--- src/rtl/fetch_unit.sv ---
// Instruction fetch front end: PC sequencer feeding a 2-entry {pc, instr} FIFO toward decode.
// Latency: first instruction valid two edges after reset release or after a redirect edge.
// Backpressure: ready_i low lets the FIFO fill to 2 entries, after which PC and FIFO hold.
// Optional feature macro FETCH_ALIGN_CHECK_EN: misaligned redirect targets trap into FAULT.
module fetch_unit #(
    parameter logic [31:0] RESET_PC = 32'h0
) (
    input  logic        clk,
    input  logic        rst,
    output logic [31:0] imem_addr_o,
    input  logic [31:0] imem_instr_i,
    input  logic        redirect_i,
    input  logic [31:0] redirect_pc_i,
    output logic        valid_o,
    input  logic        ready_i,
    output logic [31:0] instr_o,
    output logic [31:0] pc_o,
    output logic        fault_o
);

    typedef enum logic [1:0] {
        BOOT  = 2'd0,
        RUN   = 2'd1,
        FAULT = 2'd2
    } state_t;

    state_t      state_q, state_d;
    logic [31:0] pc_q, pc_d;
    logic [1:0]  count_q, count_d;
    // Entry 0 is always the head; entry 1 shifts down on a pop.
    logic [31:0] e0_pc_q, e0_pc_d, e0_ins_q, e0_ins_d;
    logic [31:0] e1_pc_q, e1_pc_d, e1_ins_q, e1_ins_d;

    logic [31:0] redir_tgt;
    logic        redir_misaligned;
    logic        pop;
    logic        push;

`ifdef FETCH_ALIGN_CHECK_EN
    assign redir_tgt        = redirect_pc_i;
    assign redir_misaligned = |redirect_pc_i[1:0];
    assign fault_o          = (state_q == FAULT);
`else
    // Without the check, low address bits are simply dropped so FAULT is unreachable.
    assign redir_tgt        = {redirect_pc_i[31:2], 2'b00};
    assign redir_misaligned = 1'b0;
    assign fault_o          = 1'b0;
`endif

    assign imem_addr_o = pc_q;
    assign valid_o     = (count_q != 2'd0);
    assign pc_o        = e0_pc_q;
    assign instr_o     = e0_ins_q;

    // A redirect wins over both pop and push; a pop frees a slot for a same-cycle push.
    assign pop  = valid_o && ready_i && !redirect_i;
    assign push = (state_q == RUN) && !redirect_i && ((count_q != 2'd2) || pop);

    // Next-state: FSM transitions, PC sequencing and FIFO shift/fill.
    always_comb begin
        state_d  = state_q;
        pc_d     = pc_q;
        count_d  = count_q;
        e0_pc_d  = e0_pc_q;
        e0_ins_d = e0_ins_q;
        e1_pc_d  = e1_pc_q;
        e1_ins_d = e1_ins_q;
        case (state_q)
            BOOT: begin
                state_d = RUN;
            end
            RUN: begin
                if (redirect_i) begin
                    count_d = 2'd0;
                    pc_d    = redir_tgt;
                    if (redir_misaligned) begin
                        state_d = FAULT;
                    end
                end else begin
                    if (pop) begin
                        e0_pc_d  = e1_pc_q;
                        e0_ins_d = e1_ins_q;
                        count_d  = count_q - 2'd1;
                    end
                    if (push) begin
                        pc_d = pc_q + 32'd4;
                        if (count_d == 2'd0) begin
                            e0_pc_d  = pc_q;
                            e0_ins_d = imem_instr_i;
                        end else begin
                            e1_pc_d  = pc_q;
                            e1_ins_d = imem_instr_i;
                        end
                        count_d = count_d + 2'd1;
                    end
                end
            end
            FAULT: begin
                state_d = FAULT;
            end
            default: begin
                state_d = BOOT;
            end
        endcase
    end

    // State registers; reset clears everything so outputs read zero while held.
    always_ff @(posedge clk or posedge rst) begin
        if (rst) begin
            state_q  <= BOOT;
            pc_q     <= RESET_PC;
            count_q  <= 2'd0;
            e0_pc_q  <= 32'd0;
            e0_ins_q <= 32'd0;
            e1_pc_q  <= 32'd0;
            e1_ins_q <= 32'd0;
        end else begin
            state_q  <= state_d;
            pc_q     <= pc_d;
            count_q  <= count_d;
            e0_pc_q  <= e0_pc_d;
            e0_ins_q <= e0_ins_d;
            e1_pc_q  <= e1_pc_d;
            e1_ins_q <= e1_ins_d;
        end
    end

endmodule

--- config.mk ---
export PLATFORM = sky130hd
export DESIGN_NAME = fetch_unit
export DESIGN_NICKNAME = d
export VERILOG_FILES = /design/src/rtl/fetch_unit.sv
export SDC_FILE = /design/constraint.sdc
export NUM_CORES = 1
export LEC_CHECK = 0
export BUFFER_PORTS_ARGS = -buffer_cell sky130_fd_sc_hd__buf_2
export CORE_MARGIN = 3
export CORE_UTILIZATION = 58
export CTS_BUF_LIST = sky130_fd_sc_hd__clkbuf_4 sky130_fd_sc_hd__clkbuf_8 sky130_fd_sc_hd__clkbuf_16
export DETAILED_ROUTE_END_ITERATION = 8
export GPL_ROUTABILITY_DRIVEN = 0
export PLACE_DENSITY = 0.94
export SETUP_SLACK_MARGIN = 0.05
export SKIP_LAST_GASP = 1
export SYNTH_ARGS = -nofsm -noshare
export SYNTH_HDL_FRONTEND = slang
export SYNTH_SLANG_ARGS = --single-unit
--- constraint.sdc ---
create_clock -name clk -period 14.1 [get_ports clk]
set_input_delay 2.115 -clock clk [delete_from_list [all_inputs] [get_ports clk]]
set_output_delay 2.115 -clock clk [all_outputs]
set_load 0.01 [all_outputs]
; ---- Word level (Yosys, flattened, before mapping)
; Index checks and enable logic that the tools add are counted.
[totals]
elab_cells = 42
in_bits = 68
output_inout_bits = 98
register_bits = 164
[classes]
add_sub_neg = 3
reduce_logical = 13
n_eq_ne = 3
n_bitwise = 2
n_mux = 14
[op_table]
columns = op, count
row1 = $mux 32, 8
row2 = $add 32x3->32 const B, 1
row3 = $mux 2, 5
row4 = $pmux 2 s3, 1
row5 = $logic_and 1x1->1, 4
row6 = $logic_not 2->1, 2
row7 = $reduce_and 2->1, 2
row8 = $reduce_and 4->1, 1
row9 = $reduce_bool 2->1, 2
row10 = $add 2x1->2 const B, 1
row11 = $eq 2x1->1 const B, 1
row12 = $eq 2x2->1 const B, 1
row13 = $ne 2x2->1 const B, 1
row14 = $not 1->1, 2
row15 = $sub 2x1->2 const B, 1
row16 = $logic_not 1->1, 1
row17 = $logic_or 1x1->1, 1

; ---- Logic depth before layout (Yosys ltp)
[depth]
depth_word = 9
ltp_mapped = 14

; ---- Least setup slack after synthesis
; No wires, ideal clock.
[synth_path]
path_type = input -> register
start = input redirect_i
end = register e0_ins_q[0] (netlist: instr_o[0])
stages = 13
setup_time_ns = 0.072
path_slack_ns = 9.759
t_required_ns = 14.028
t_arrival_ns = 4.269
path_cell_list = buf_2 inv_2 nand2_1 clkbuf_1 nor2_1 a21oi_1 ha_1 a21boi_0 or3_1 clkbuf_1 clkbuf_1 o22ai_1 nor2_1
[synth_between]
elab_chain_cells = 8
word_cells_on_any_way = 14
[synth_rtl]
columns = element, line
row1 = start: declaration, 12  ; input logic redirect_i,
row2 = $logic_not 1->1, "56, 57"
row3 = $logic_and 1x1->1, 56  ; assign pop = valid_o && ready_i && !redirect_i;
row4 = $mux 2, 80  ; if (pop) begin
row5 = $mux 2, 73  ; if (redirect_i) begin
row6 = $mux 2, 68  ; case (state_q)
row7 = $logic_not 2->1, 87  ; if (count_d == 2'd0) begin
row8 = $mux 32, 87
row9 = $mux 32, 85  ; if (push) begin
row10 = end signal: assignment, 122  ; e0_ins_q <= e0_ins_d;
row11 = end: declaration, 31  ; logic [31:0] e0_pc_q, e0_pc_d, e0_ins_q, e0_ins_d;
; Several ways; a longest one is shown, not always the timed one. The select of a mux whose other input is x is not followed.
; A chain may end at the register's enable or synchronous reset.

; ---- Worst setup path in the final report
[layout_path]
start = input redirect_i
end = register e0_ins_q[14] (netlist: instr_o[14])
; The elaborated chain is that of the path after synthesis.

==> impl_metrics.yaml <==
status:
  status: "finished clean"
clock_network:
  cts_num_sinks: 160
  ctsRootBufferMaster: "clkbuf_16"
  cts_tree: "built"
  holdBufCountCts: 0
  clkSlewWorstSetupHoldPaths_ns: 0.06
  clk_path_buf_depth: 2
  ctsResizeCount: 0
  htree_levels: 4
  cts_inserted_buffers: 17
  insertion_delay_ns: 0.42
  cts_setup_buffers: 0
drt:
  wl_per_cell_um: 18.3
  drtIter0Drc: 655
  wirelength_um: 18900
  dr.pass1.iters: 5
  ant_nets: 0
  drc: 0
  vias: 6177
  via_per_inst: 5.99
power_and_ir_drop:
  p_total_mw: 1.93
  leakage_nw: 3.97
  peakVddDrop_mv: 0.103
  power_density_nw_per_um2: 217
setup_path:
  ff2ff_path_depth: 11
  cp-end-kind: "register"
  cpMostUsedCell: "buf_4"
  cp_max_fo: 55
  cpMaxStageDelayCell: "a211oi_4"
  timing.rr.start: "count_q[0]"
  worstReg2RegEnd: "instr_o[14]"
  max_stage_delay_ns: 0.97
  cp_data_required_time_ns: 14.36
  crit_path_start_kind: "primary input"
  rrSetupSlack_ns: 9.82
  crit_type: "in -> reg"
  path_cells: "buf_2 > buf_4 > inv_2 > nand2_1 > xnor2_1 > ha_1 > o21ai_0 > buf_4 > a211oi_4 > buf_4 > o21ai_0"
  arrival_ns: 6.27
logic_synthesis:
  synth_warnings: 0
  ys.flop_type: "dfrtp_1"
  synth_edf_count: 0
  ys_seq_elements: 160
  ys_seq_area_share_pct: 54.5
  synth_top_family_by_area: "compound AO/OA/AOI/OAI gates"
  muxShareOfSynthArea_pct: 10.3
  synth_compound_area_share_pct: 16.5
  synthAdderAreaFrac_pct: 0.681
  yosys.area.top_type: "dfrtp_1"
  synthCells: 712
  ys_top_cells_by_area: "dfrtp_1 (54%), mux2_2 (8.7%), o21ai_0 (4.7%)"
  async_flop_share_pct: 100
  netlist_area_sq_um: 7350
  avgSynthCellArea_sq_um: 10.3
  synth_cell_types: 58
  synth_top_area_share_pct: 54.5
  synthXorXnorAreaFrac_pct: 0.119
  synthSimpleGateAreaFrac_pct: 12.2
global_route:
  grt_pass1_vias: 6002
  grt_start_max_net_pins: 94
  grt_pass1_wl_um: 30300
  grt_use_total_pct: 26.9
  antenna_found_initial: 1
  grt-ovfl-total: 0
job:
  cap_violations: 0
sta:
  rsz0062_at_grt: "no"
  worst_slew_pin_slew_ns: 1.17
  max_freq_mhz: 167
  finalClockSkew_ns: 0.00588
  slew_headroom_pct: 21.8
  hold_ws_ns: 0.448
  period_share_pct: 42.6
  min_period_ns: 6.01
  hold_viol: 0
  finalSetupTns_ns: 0
  setup_viol: 0
  drv_slew: 0
floorplanning:
  start_util_pct: 60.2
  pin_count: 166
  dieArea_sq_um: 14100
  num_rows: 40
  die_y_um: 119
  core_area_sq_um: 12200
  die_w_um: 119
hold_path:
  holdPathStages: 1
  min_to: "state_q[1]"
  min_from: "state_q[0]"
  hold_path.class: "reg -> reg"
cells_and_area:
  area_growth_pct: 20.7
  drive_gt1_share_pct: 31.4
  final_nets: 922
  fin_util_pct: 72.6
placed_design:
  port_buffers: 160
  dpl.hpwl_um: 12200
==> layout by cell type (no fill, tap or decap), types with 3 or more instances in the layout <==
cell and instances:
o311ai_0 3, nand3_1 14, clkbuf_4 4, conb_1 3
o21ai_0 69, a21oi_1 34, buf_2 160, mux2_1 5
nand2_1 26, nand4_1 7, nor2b_1 5, a31oi_1 8
mux2i_1 6, clkbuf_8 6, a2bb2oi_1 3, nor4_1 8
o211ai_1 3, o22ai_1 19, buf_4 11, nor3_1 6
ha_1 4, and3_1 8, dfrtp_1 160, a22oi_1 40
or3_1 17, clkbuf_16 17, mux2_2 57, nor2_1 73
inv_1 45
==> where the power goes <==
group | internal [mW] | switching [mW] | leakage, nW
clock | 0.296 | 0.173 | 0.303
sequential | 0.658 | 0.132 | 1.88
combinational | 0.299 | 0.372 | 1.79
==> sequential cells by signal, summed over array words and instances, names as in the netlist <==
register and flops:
count_q 2, instr_o 32, imem_addr_o 30, e1_pc_q 30
pc_o 32, e1_ins_q 32, state_q 2
==> critical path, delay by kind of cell <==
kind            cells  cell delay [ns]
buf+inv             5             1.67
compound gates      3             1.28
simple gates        1             0.48
xor+xnor            1             0.35
fa+ha+maj           1             0.31
==> synthesized netlist by cell type (8+ instances only) <==
cell type and count:
nor2_1 74, nor4_1 8, a31oi_1 8, clkbuf_1 38, inv_1 46, mux2_2 57, o21ai_0 69, a21oi_1 34
o22ai_1 19, or3_1 17, dfrtp_1 160, nand2_1 26, a22oi_1 40, nand3_1 14, and3_1 8
==> cells by family (layout without fill, tap and decap cells) <==
group	Yosys count	in the layout
buffers and inverters	101	249
flip-flops	160	160
other	1	4
multiplexers	68	68
AND/OR/NAND/NOR	180	180
AO/OA/AOI/OAI	197	197
adder cells (fa/ha/maj)	4	4
XOR/XNOR	1	1
==> worst max-delay path by stage <==
stage          startpoint     endpoint  slack [ns]
2_1_floorplan         rst   count_q[0]        7.67
3_3_place_gp   redirect_i      pc_o[5]        8.02
3_5_place_dp   redirect_i  instr_o[14]        7.82
4_1_cts        redirect_i  instr_o[14]        8.13
5_1_grt        redirect_i  instr_o[14]        7.77
6_report       redirect_i  instr_o[14]        8.09
==> per-layer routing <==
metal / up-vias / track usage, % / share of wire (%)
met5: - / 0 / 0
met4: 0 / 14.0 / 3.7
met3: 56 / 5.98 / 6.5
met2: 270 / 42.2 / 48
met1: 3041 / 35.2 / 42
li1: 2810 / - / -
==> through the flow <==
step | setup WS (ns) | cells | area, sq um
6_report | 8.09 | 1031 | 8870
5_1_grt | 7.77 | 1031 | 8870
4_1_cts | 8.13 | 1030 | 8870
3_5_place_dp | 7.82 | 999 | 8260
3_3_place_gp | 8.02 | 999 | 8260
2_1_floorplan | 7.67 | 714 | 7350
==> final cells by class <==
| class | count | area, sq um |
|---|---|---|
| antenna | 1 | 2.50 |
| clock buffer | 27 | 538 |
| clock inverter | 4 | 72.6 |
| tap | 168 | 210 |
| multi-input combinational | 453 | 2980 |
| inverter | 47 | 181 |
| timing repair buffer | 171 | 883 |
| sequential | 160 | 4000 |
| fill | 918 | 3340 |
Power figures use the tool's default switching activity.
